`src/rtl/seven_segment_pkg.sv`:
```
// Shared definitions for the multiplexed seven-segment scanner.
//   - SEG_* : logical glyphs, bit0 = segment a .. bit6 = segment g, 1 = lit
//   - A..G  : bit positions of the individual segments inside a glyph
//   - index_width(n) : width of a digit index for n digits, never below 1
package seven_segment_pkg;

  localparam int A = 0;
  localparam int B = 1;
  localparam int C = 2;
  localparam int D = 3;
  localparam int E = 4;
  localparam int F = 5;
  localparam int G = 6;

  localparam logic [6:0] SEG_0    = 7'b0111111;
  localparam logic [6:0] SEG_1    = 7'b0000110;
  localparam logic [6:0] SEG_2    = 7'b1011011;
  localparam logic [6:0] SEG_3    = 7'b1001111;
  localparam logic [6:0] SEG_4    = 7'b1100110;
  localparam logic [6:0] SEG_5    = 7'b1101101;
  localparam logic [6:0] SEG_6    = 7'b1111100;
  localparam logic [6:0] SEG_7    = 7'b0000111;
  localparam logic [6:0] SEG_8    = 7'b1111111;
  localparam logic [6:0] SEG_9    = 7'b1100111;
  localparam logic [6:0] SEG_DASH = 7'b1000000;
  localparam logic [6:0] SEG_OFF  = 7'b0000000;

  function automatic int index_width(input int n);
    return (n <= 2) ? 1 : $clog2(n);
  endfunction

endpackage

```
`src/rtl/seven_segment_decoder.sv`:
```
// Combinational BCD to seven-segment glyph decoder (logical polarity).
//   bcd_i : 4-bit digit value; 10..15 are not BCD and show a dash
//   seg_o : glyph, bit0 = a .. bit6 = g, 1 = lit
module seven_segment_decoder
  import seven_segment_pkg::*;
(
  input  logic [3:0] bcd_i,
  output logic [6:0] seg_o
);

  always_comb begin
    seg_o = SEG_DASH;
    case (bcd_i)
      4'd0:    seg_o = SEG_0;
      4'd1:    seg_o = SEG_1;
      4'd2:    seg_o = SEG_2;
      4'd3:    seg_o = SEG_3;
      4'd4:    seg_o = SEG_4;
      4'd5:    seg_o = SEG_5;
      4'd6:    seg_o = SEG_6;
      4'd7:    seg_o = SEG_7;
      4'd8:    seg_o = SEG_8;
      4'd9:    seg_o = SEG_9;
      default: seg_o = SEG_DASH;
    endcase
  end

endmodule

```
`src/rtl/seven_segment_scanner.sv`:
```
// N-digit multiplexed seven-segment driver.
// A refresh prescaler divides clk into digit slots; at the end of each slot
// the scan index moves to the next digit. The first BLANK_CYCLES of each slot
// keep every digit enable inactive so the old glyph never ghosts onto the new
// digit. All outputs are registered and carry the configured pin polarity.
//   clk       : system clock
//   reset_n   : synchronous reset, active-low
//   load      : capture counts / dp_in into the display buffer
//   counts    : BCD digits, digit i = counts[4i+3:4i], digit 0 least significant
//   dp_in     : decimal point request per digit
//   blank_lz  : leading-zero blanking enable (live, not buffered)
//   segments  : bit0 = a .. bit6 = g
//   dp        : decimal point
//   digit_en  : one-hot digit enable (all inactive during blanking)
//   digit_idx : index of the digit whose data is on segments/dp
module seven_segment_scanner
  import seven_segment_pkg::*;
#(
  parameter int N_DIGITS       = 4,
  parameter int REFRESH_DIV    = 1000,
  parameter int BLANK_CYCLES   = 2,
  parameter int SEG_ACTIVE_LOW = 0,
  parameter int DIG_ACTIVE_LOW = 0
) (
  input  logic                                clk,
  input  logic                                reset_n,
  input  logic                                load,
  input  logic [4*N_DIGITS-1:0]               counts,
  input  logic [N_DIGITS-1:0]                 dp_in,
  input  logic                                blank_lz,
  output logic [6:0]                          segments,
  output logic                                dp,
  output logic [N_DIGITS-1:0]                 digit_en,
  output logic [index_width(N_DIGITS)-1:0]    digit_idx
);

  localparam int   IW      = index_width(N_DIGITS);
  localparam int   PW      = (REFRESH_DIV <= 1) ? 1 : $clog2(REFRESH_DIV);
  localparam logic SEG_INV = (SEG_ACTIVE_LOW != 0);
  localparam logic DIG_INV = (DIG_ACTIVE_LOW != 0);

  // Scan state and display buffer
  logic [PW-1:0]           presc_q, presc_d;
  logic [IW-1:0]           idx_q, idx_d;
  logic [4*N_DIGITS-1:0]   cnt_buf_q, cnt_buf_d;
  logic [N_DIGITS-1:0]     dp_buf_q, dp_buf_d;

  // Output registers (already in pin polarity)
  logic [6:0]              seg_q, seg_d;
  logic                    dp_q, dp_d;
  logic [N_DIGITS-1:0]     en_q, en_d;
  logic [IW-1:0]           didx_q, didx_d;

  logic                    tick;
  logic                    in_blank;
  logic [3:0]              sel_bcd;
  logic                    sel_dp;
  logic                    sel_lz;
  logic [N_DIGITS-1:0]     sel_onehot;
  logic [N_DIGITS-1:0]     lz_mask;
  logic                    zero_above;
  logic [6:0]              dec_seg;
  logic [6:0]              seg_log;

  assign tick = (presc_q == PW'(REFRESH_DIV - 1));

  // Slot cycle equals the prescaler value; the comparison disappears
  // entirely when no blanking is configured.
  generate
    if (BLANK_CYCLES > 0) begin : g_blank
      assign in_blank = (presc_q < PW'(BLANK_CYCLES));
    end else begin : g_no_blank
      assign in_blank = 1'b0;
    end
  endgenerate

  // Prescaler, scan index and buffer next-state
  always_comb begin
    presc_d   = tick ? '0 : presc_q + PW'(1);
    idx_d     = idx_q;
    if (tick) begin
      idx_d = (idx_q == IW'(N_DIGITS - 1)) ? '0 : idx_q + IW'(1);
    end
    cnt_buf_d = load ? counts : cnt_buf_q;
    dp_buf_d  = load ? dp_in  : dp_buf_q;
  end

  // Leading-zero mask: a digit is a leading zero when it and every more
  // significant digit are zero. Digit 0 always stays visible.
  always_comb begin
    lz_mask    = '0;
    zero_above = 1'b1;
    for (int i = N_DIGITS - 1; i >= 1; i--) begin
      lz_mask[i] = zero_above && (cnt_buf_q[4*i +: 4] == 4'd0);
      zero_above = lz_mask[i];
    end
  end

  // Select the addressed digit's data
  always_comb begin
    sel_bcd    = '0;
    sel_dp     = 1'b0;
    sel_lz     = 1'b0;
    sel_onehot = '0;
    for (int i = 0; i < N_DIGITS; i++) begin
      if (idx_q == IW'(i)) begin
        sel_bcd       = cnt_buf_q[4*i +: 4];
        sel_dp        = dp_buf_q[i];
        sel_lz        = lz_mask[i];
        sel_onehot[i] = 1'b1;
      end
    end
  end

  seven_segment_decoder u_decoder (
    .bcd_i (sel_bcd),
    .seg_o (dec_seg)
  );

  // Output register inputs; polarity applied here so reset levels match pins
  always_comb begin
    seg_log = (blank_lz && sel_lz) ? SEG_OFF : dec_seg;
    seg_d   = seg_log ^ {7{SEG_INV}};
    dp_d    = sel_dp ^ SEG_INV;
    en_d    = (in_blank ? '0 : sel_onehot) ^ {N_DIGITS{DIG_INV}};
    didx_d  = idx_q;
  end

  always_ff @(posedge clk) begin
    if (!reset_n) begin
      presc_q   <= '0;
      idx_q     <= '0;
      cnt_buf_q <= '0;
      dp_buf_q  <= '0;
      seg_q     <= {7{SEG_INV}};
      dp_q      <= SEG_INV;
      en_q      <= {N_DIGITS{DIG_INV}};
      didx_q    <= '0;
    end else begin
      presc_q   <= presc_d;
      idx_q     <= idx_d;
      cnt_buf_q <= cnt_buf_d;
      dp_buf_q  <= dp_buf_d;
      seg_q     <= seg_d;
      dp_q      <= dp_d;
      en_q      <= en_d;
      didx_q    <= didx_d;
    end
  end

  assign segments  = seg_q;
  assign dp        = dp_q;
  assign digit_en  = en_q;
  assign digit_idx = didx_q;

endmodule

```
`config.mk`:
```
export PLATFORM = sky130hd
export DESIGN_NAME = seven_segment_scanner
export DESIGN_NICKNAME = d
export VERILOG_FILES = /design/src/rtl/seven_segment_pkg.sv /design/src/rtl/seven_segment_decoder.sv /design/src/rtl/seven_segment_scanner.sv
export SDC_FILE = /design/constraint.sdc
export NUM_CORES = 1
export LEC_CHECK = 0
export ABC_AREA = 1
export BUFFER_PORTS_ARGS = -buffer_cell sky130_fd_sc_hd__buf_2
export CORE_MARGIN = 8
export CORE_UTILIZATION = 58
export DETAILED_ROUTE_END_ITERATION = 8
export PLACE_DENSITY_LB_ADDON = 0.1
export SLEW_MARGIN = 10
export SYNTH_ARGS = -nofsm -noshare
export SYNTH_HDL_FRONTEND = slang
export SYNTH_HIERARCHICAL = 1
export SYNTH_SLANG_ARGS = --single-unit
```
`constraint.sdc`:
```
create_clock -name clk -period 6.4 [get_ports clk]
set_input_delay 1.28 -clock clk [delete_from_list [all_inputs] [get_ports clk]]
set_output_delay 1.28 -clock clk [all_outputs]
set_load 0.02 [all_outputs]
```
==> results of run 1 <==
cell usage after synthesis:
| cell | number |
|---|---|
| nor2_1 | 60 |
| dfxtp_1 | 46 |
| nand2_1 | 35 |
| inv_1 | 28 |
| o21ai_0 | 27 |
| a21oi_1 | 20 |
| ha_1 | 10 |
| nand3_1 | 5 |
| buf_2 | 4 |
| nand2_2 | 4 |
| clkbuf_1 | 3 |
| nor2_4 | 3 |
| nor3_1 | 3 |
| o211ai_1 | 3 |
| xor2_1 | 3 |
| a22oi_1 | 2 |
| nand4_1 | 2 |
| xnor2_1 | 2 |
| buf_4 | 1 |
| inv_2 | 1 |
| nand2_4 | 1 |
| nand3_2 | 1 |
| nor3_2 | 1 |
| nor3b_1 | 1 |
| nor3b_2 | 1 |
| nor4_1 | 1 |
sequential cells by signal, indices dropped and copies added (netlist names):
| register | count |
|---|---|
| presc_q | 10 |
| didx_d | 2 |
| digit_idx | 2 |
| digit_en | 4 |
| cnt_buf_q | 16 |
| segments | 7 |
| dp_buf_q | 4 |
| dp | 1 |
metrics by stage:
stage	power (mW)	std cells	cell area, um2	hold slack [ps]
6_report	0.517	351	2300	477
2_1_floorplan	0.361	268	2040	429
3_5_place_dp	0.382	343	2240	457
3_3_place_gp	0.381	343	2240	443
4_1_cts	0.522	351	2300	480
5_1_grt	0.547	351	2300	510
placed cells by master, fill, tap and decap left out:
| cell | synthesis | layout |
|---|---|---|
| a21oi_1 | 20 | 20 |
| a22oi_1 | 2 | 2 |
| buf_2 | 4 | 37 |
| clkbuf_1 | 3 | 1 |
| clkbuf_4 | 0 | 5 |
| clkbuf_8 | 0 | 1 |
| clkinv_2 | 0 | 1 |
| dfxtp_1 | 46 | 46 |
| ha_1 | 10 | 10 |
| inv_1 | 28 | 28 |
| inv_2 | 1 | 1 |
| nand2_1 | 35 | 35 |
| nand2_2 | 4 | 4 |
| nand2_4 | 1 | 1 |
| nand3_1 | 5 | 5 |
| nand3_2 | 1 | 1 |
| nand4_1 | 2 | 2 |
| nor2_1 | 60 | 60 |
| nor2_4 | 3 | 3 |
| nor3_1 | 3 | 3 |
| nor3_2 | 1 | 1 |
| nor3b_1 | 1 | 1 |
| nor3b_2 | 1 | 1 |
| nor4_1 | 1 | 1 |
| o211ai_1 | 3 | 3 |
| o21ai_0 | 27 | 27 |
| xnor2_1 | 2 | 2 |
| xor2_1 | 3 | 3 |
routing by layer:
metal	part of all wire	routed length, um	track usage
met1	0.47	1970	0.199
met2	0.46	1900	0.267
met3	0.053	221	0.0493
met4	0.017	72	0.0640
met5	0	0	0
cell type report:
cell class / instances / area (um2) / area share
repair buffers: 37 / 185 / 0.0805
inverters: 29 / 109 / 0.0473
multi-input cells: 185 / 967 / 0.421
clock buffers: 7 / 55.1 / 0.0239
well taps: 46 / 57.6 / 0.0250
clock inverters: 1 / 5.00 / 0.00218
flip-flops and latches: 46 / 921 / 0.400
cells by family (layout without fill, tap and decap cells):
family	after synthesis	count (layout)	share of synthesized area
and+or+nand+nor	118	118	0.258
xor gates and xnor gates	5	5	0.0215
DFF	46	46	0.452
adders and majority gates	10	10	0.0615
AOI/OAI and AO/OA	52	52	0.134
buffers and inverters	37	74	0.0725
final timing paths:
check,to,slack (ps),cells past startpoint
setup / recovery,segments[3],4050,13
hold reg to reg,presc_q[0],480,1
setup reg to reg,segments[3],4050,13
hold / removal,presc_q[0],480,1
worst register-to-register path: cells and delay by family, from the launching register on:
| kind | cells | cell delay [ps] |
|---|---|---|
| AO/OA/AOI/OAI | 2 | 440 |
| adder cells (fa/ha/maj) | 2 | 590 |
| buffers and inverters | 4 | 500 |
| flip-flops | 1 | 420 |
| AND/OR/NAND/NOR | 5 | 340 |
power groups by stage:
| stage | clock network (mW) | logic [mW] | registers [mW] |
|---|---|---|---|
| after floorplan | 0 | 0.0397 | 0.321 |
| after global placement | 0 | 0.0653 | 0.315 |
| after detailed placement | 0 | 0.0668 | 0.316 |
| after CTS | 0.146 | 0.0672 | 0.309 |
| after global routing | 0.158 | 0.0773 | 0.312 |
| final | 0.141 | 0.0668 | 0.309 |
==> metrics.csv, run 1 <==
metric,value,unit
hpwl,3040,um
syn_nets,302,
die_x,75.2,um
pwr-share-clk,0.272,
max-vdd-ir-drop,0.124,mV
antenna_found_initial,0,
worstPathMaxFanout,7,
drtIter0Drc,146,
io_buffers,37,
overflow,0,
grt_pass1_wl,7220,um
cp_slowest_cell,dfxtp_1,
clk_pin_slew,120,ps
h-tree-depth,2,
max_stage_delay,420,ps
synth_top_area_share,0.452,
cts_resized,0,
netlist_instances,268,
cts-root-buf,clkbuf_4,
status,completed,
drive_gt1_frac,0.184,
finalCritPeriodShare,0.367,
clockBufferDepth,2,
sw_frac_of_total,0.265,
worstPathBufferInverterCount,4,
ctsHoldBuffers,0,
ys_types,26,
path_class,reg2reg,
post_cts_buffers,0,
p_comb_frac,0.129,
postRouteAntennaNets,0,
die_h,75.2,um
clock_skew,5.84,ps
synth_area_leaders,"dfxtp_1 (45%), nor2_1 (11%), o21ai_0 (6.6%)",
grt_util_all_layers,0.165,
n_antenna_cell,0,
timing.fmax,426,MHz
start_util,0.605,
avgSynthCellArea,7.60,um2
fp-row-count,21,
critical-path-top-delay-family,adder cells,
synth_top_cell_by_area,dfxtp_1,
path_common_cell,inv_1,
setup_viol,0,
drc_errors,0,
num_io_pins,38,
dr.pass1.iters,6,
startpoint,didx_d[0],
numCtsBuffers,5,
crit_chain,inv_1 -> ha_1 -> inv_1 -> o211ai_1 -> a21oi_1 -> inv_1 -> ha_1 -> nand2_1 -> nand2_1 -> nor2_1 -> nor2_1 -> inv_1 -> nor2_1,
tightestPinTransition,717,ps
ys_seq_area_frac,0.452,
clock_sinks,46,
rsz0062_at_grt,no,
start_kind,register,
p_per_area,225,nW/um2
place_ws,4020,ps
vias,1754,
fin_setup_tns,0,ps
power.switching,137,uW
avgRoutedWirePerCell,11.9,um
fill_cells,317,
cap_violations,0,
routabilityCongestion,0.886,
clk_latency,350,ps
arrival,2640,ps
syn-cell-area,2040,um2
reg2reg_from,didx_d[0],
hold_viol,0,
seqPwrFrac,0.598,
worstHoldStart,presc_q[0],
drt-vias-per-instance,5.00,
finalCriticalPeriod,2350,ps
cts_tree,built,
crit_path_end_kind,register,
drv_slew,0,
cp.required,6700,ps
syn_to_final_growth,13.0,%
grt_pass1_vias,1724,
die_area,5660,um2
maxSlewHeadroom,0.522,
ys_warn_count,6,
wirelength,4160,um
utilization,0.684,
worst_slack,4050,ps
leakage,1.10,nW
grt_max_degree,29,
coreArea,3360,um2
p_int,380,uW
fin_nets,338,
hp-class,reg2reg,
ys_ff_latch,46,
(Power assumes the default switching activity.)
==> run 2: changes to the inputs <==
Settings changed: CORE_UTILIZATION 58 to 54.
Clock period 6.4 ns to 2.39 ns, I/O delays scaled along.
==> run 2 against run 1 <==
Net effect:
- register-to-register slack got worse by 3800 ps
- routed wire length decreased by 3.0%
- final area increased by 1.8%
- core utilization decreased by 3.9 points
==> metrics.csv, run 2 (synthesized netlist as in run 1, its figures left out) <==
metric,value,unit
status,completed,
mostFrequentLayoutCells,"nor2_1 (60), dfxtp_1 (46), buf_2 (37)",
hp-class,in2reg,
path_common_cell,inv_1,
antenna_found_initial,0,
clock_sinks,46,
cts_tree,built,
die_h,77.4,um
grt_pass1_wl,7120,um
worstPathBufferInverterCount,4,
n_antenna_cell,0,
clk_latency,280,ps
m1WireLength,2030,um
cts-root-buf,clkbuf_8,
clk_pin_slew,70,ps
drive_gt1_frac,0.189,
hold_viol,0,
p_per_area,613,nW/um2
hpwl,3040,um
drtIter0Drc,85,
wirelength,4040,um
start_kind,register,
fin_nets,341,
grt_util_all_layers,0.139,
setup_viol,0,
cts_resized,0,
tightestPinTransition,721,ps
rsz0062_at_grt,no,
fin_setup_tns,0,ps
timing.fmax,474,MHz
grt_pass1_vias,1663,
leakage,1.12,nW
h-tree-depth,2,
finalCriticalPeriod,2110,ps
fp-row-count,22,
ctsHoldBuffers,0,
max_stage_delay,410,ps
arrival,2330,ps
start_util,0.560,
top_layer_used,met4,
fill_cells,344,
crit_path_end_kind,register,
avgRoutedWirePerCell,11.4,um
largest_reg_flops,16,
dr.pass1.iters,4,
worstHoldStart,counts[11],
die_x,77.4,um
holdPathEnd,cnt_buf_q[11],
post_cts_buffers,0,
drv_slew,0,
route.met3.wl,189,um
finalCritPeriodShare,0.882,
r2r_setup_slack,280,ps
die_area,5990,um2
clock_skew,1.74,ps
wl_met2,1810,um
final_common_cell,nor2_1,
regMostFlops,cnt_buf_q,
cap_violations,0,
crit_chain,inv_1 -> ha_1 -> inv_2 -> o211ai_1 -> a21oi_1 -> inv_1 -> ha_1 -> o21ai_0 -> nand2_1 -> nand2_1 -> inv_1 -> nor2_1,
overflow,0,
min_path_cells,3,
max-vdd-ir-drop,0.437,mV
vias,1712,
path_class,reg2reg,
drt-vias-per-instance,4.82,
postRouteAntennaNets,0,
io_buffers,37,
cp.required,2610,ps
drc_errors,0,
syn_to_final_growth,15.0,%
critical-path-top-delay-family,adder cells,
coreArea,3630,um2
power,1.44,mW
num_io_pins,38,
reg2reg_from,didx_d[0],
numCtsBuffers,5,
maxSlewHeadroom,0.519,
cp_slowest_cell,dfxtp_1,
grt_max_degree,29,
reg2reg_to,segments[0],
worstPathMaxFanout,7,
routabilityCongestion,0.888,
r2r_cells,12,
clockBufferDepth,2,
## run 2: changes by cell type in the layout (fill, tap and decap cells not counted), sizes merged
cell / previous run / this run
clkinv: 1 / 0
buf: 37 / 40
## run 2: worst min-delay path, delay by kind of cell
| family | cells | cell delay [ps] |
|---|---|---|
| and+or+nand+nor | 2 | 110 |
| buffers and inverters | 1 | 70 |
## run 2: how the worst max path moves through the flow
| stage | to | depth (start not counted) | from | slack [ps] |
|---|---|---|---|---|
| finish | segments[0] | 12 | didx_d[0] | 280 |
| global route | segments[0] | 12 | didx_d[0] | 60 |
| CTS | segments[3] | 13 | didx_d[0] | 230 |
| detailed placement | segments[3] | 13 | didx_d[0] | 250 |
| global placement | segments[3] | 13 | didx_d[0] | 280 |
| floorplan | segments[3] | 13 | didx_d[0] | 370 |
## run 2: cell type report
| class | count | area [um2] | share of cell area |
|---|---|---|---|
| well taps | 48 | 60.1 | 0.0257 |
| multi-input cells | 185 | 967 | 0.413 |
| flip-flops and latches | 46 | 921 | 0.393 |
| clock buffers | 7 | 76.3 | 0.0326 |
| inverters | 29 | 109 | 0.0465 |
| repair buffers | 40 | 208 | 0.0887 |
## run 2: per-layer routing
metal / track usage / vias up
met5: 0 / -
met4: 0.0340 / 0
met3: 0.0484 / 2
met2: 0.227 / 32
met1: 0.172 / 749
li1: - / 929
## run 2: report_power, final
| part | total, mW | leakage (nW) | internal [mW] | switching [mW] |
|---|---|---|---|---|
| Sequential | 0.830 | 0.379 | 0.808 | 0.0217 |
| Clock | 0.425 | 0.0383 | 0.201 | 0.224 |
| Combinational | 0.181 | 0.700 | 0.0703 | 0.111 |
## run 2: through the flow
stage                     cells   util  worst slack [ps]  cell area [um2]  hold WS (ps)
after floorplan             268      -               374             2040           429
after global placement      348  0.623               283             2260           444
after detailed placement    348  0.623               252             2260           460
after CTS                   355  0.644               231             2340           408
after global routing        355  0.644              56.4             2340           417
final                       355  0.644               282             2340           414
==> run 3: changes to the inputs <==
Settings changed: CORE_ASPECT_RATIO set to 1.2, CORE_MARGIN 8 to unset, PLACE_DENSITY set to 0.89, PLACE_DENSITY_LB_ADDON 0.1 to unset.
==> run 3 against run 2 <==
Net effect:
- the run now ends with design-rule violations left
- final cell count rose by 1.1%
- die area decreased by 33%
- critical path depth is 1 higher
- sequential share of layout area fell by 0.58 points
- hold slack lost 12 ps
- clock power up 25%
- critical endpoint is now segments[3]
==> metrics.csv, run 3 (synthesized netlist as in run 1, its figures left out) <==
metric,value,unit
status,"complete, but fails checks",
violations,design-rule violations,
crit_end,segments[3],
start_util,0.560,
routabilityCongestion,0.858,
finalCritPeriodShare,0.880,
clk_pin_slew,80,ps
die_area,4020,um2
clock_skew,5.46,ps
largest_reg_flops,16,
worstPathMaxFanout,7,
fin_area,2380,um2
vias,1773,
cap_violations,0,
drv_slew,0,
drt-vias-per-instance,4.94,
worstHoldStart,dp_in[0],
arrival,2280,ps
rsz0062_at_grt,no,
fp-row-count,24,
final_common_cell,nor2_1,
coreArea,3630,um2
avgRoutedWirePerCell,10.6,um
mostFrequentLayoutCells,"nor2_1 (60), dfxtp_1 (46), buf_2 (37)",
max-vdd-ir-drop,0.444,mV
reg2reg_from,didx_d[0],
drive_gt1_frac,0.199,
cts_tree,built,
r2r_cells,13,
timing.fmax,475,MHz
num_io_pins,38,
die_h,69.3,um
fin_nets,340,
clock_sinks,46,
die_x,58.1,um
maxSlewHeadroom,0.540,
cts-root-buf,clkbuf_8,
numCtsBuffers,5,
placed_area,2260,um2
cts_resized,0,
io_buffers,37,
n_antenna_cell,0,
drc_errors,4,
leakage,1.13,nW
grt_max_degree,29,
p_per_area,648,nW/um2
hp-class,in2reg,
finalCriticalPeriod,2100,ps
cp.required,2570,ps
hpwl,2760,um
place_ws,187,ps
hold_viol,0,
ctsHoldBuffers,0,
antenna_found_initial,0,
overflow,0,
reg2reg_to,segments[3],
crit_path_end_kind,register,
regMostFlops,cnt_buf_q,
wirelength,3810,um
startpoint,didx_d[0],
dr.pass1.iters,7,
postRouteAntennaNets,0,
syn_to_final_growth,16.7,%
r2r_setup_slack,290,ps
setup_viol,0,
worst_slack,287,ps
h-tree-depth,2,
grt_pass1_vias,1675,
start_kind,register,
grt_util_all_layers,0.209,
fin_setup_tns,0,ps
drtIter0Drc,69,
grt_pass1_wl,6670,um
post_cts_buffers,0,
clk_latency,290,ps
clockBufferDepth,2,
tightestPinTransition,689,ps
path_class,reg2reg,
## run 3: cell types whose count changed in the layout (fill, tap and decap cells not counted)
cell,change
a21oi_1,-1
a21oi_2,+1
buf_4,-1
clkbuf_1,-2
clkbuf_8,+3
## run 3: worst min-delay path by stage
stage                  endpoint  slack (ps)  depth (start not counted)
detailed placement   presc_q[0]         450                          1
CTS                 dp_buf_q[3]         400                          3
floorplan            presc_q[0]         430                          1
finish              dp_buf_q[0]         400                          3
global placement     presc_q[0]         440                          1
global route        dp_buf_q[0]         410                          3
## run 3: cell type report
type	instances	area, um2
clock buffers	8	110
fillers	308	1260
inverters	29	109
multi-input cells	185	971
flip-flops and latches	46	921
well taps	52	65.1
repair buffers	39	200
## run 3: stage by stage
stage | cells | utilization | total power [mW] | hold WS (ps)
floorplan | 268 | - | 0.966 | 429
global placement | 351 | 0.623 | 1.02 | 444
detailed placement | 351 | 0.623 | 1.02 | 449
CTS | 359 | 0.653 | 1.54 | 402
global route | 359 | 0.654 | 1.61 | 415
finish | 359 | 0.654 | 1.54 | 401
## run 3: where the power goes
group | switching (mW) | internal [mW] | leakage, nW
registers | 0.0202 | 0.808 | 0.379
clock network | 0.241 | 0.292 | 0.0575
logic | 0.110 | 0.0693 | 0.695
## run 3: layer usage
layer  wire length, um  GRT usage  vias up
met3               164     0.0354       14
met2              1800      0.349       44
met1              1730      0.247      790
met5                 0          0        -
li1                  -          -      925
met4               119      0.122        0
## run 3: critical path, cell delays in order, from the launching register on
cell	delay [ps]
dfxtp_1	410
inv_1	100
ha_1	290
inv_2	140
o211ai_1	110
a21oi_1	200
inv_1	120
ha_1	300
nand2_1	60
nand2_1	60
nor2_1	90
nor2_1	40
inv_1	50
nor2_1	30
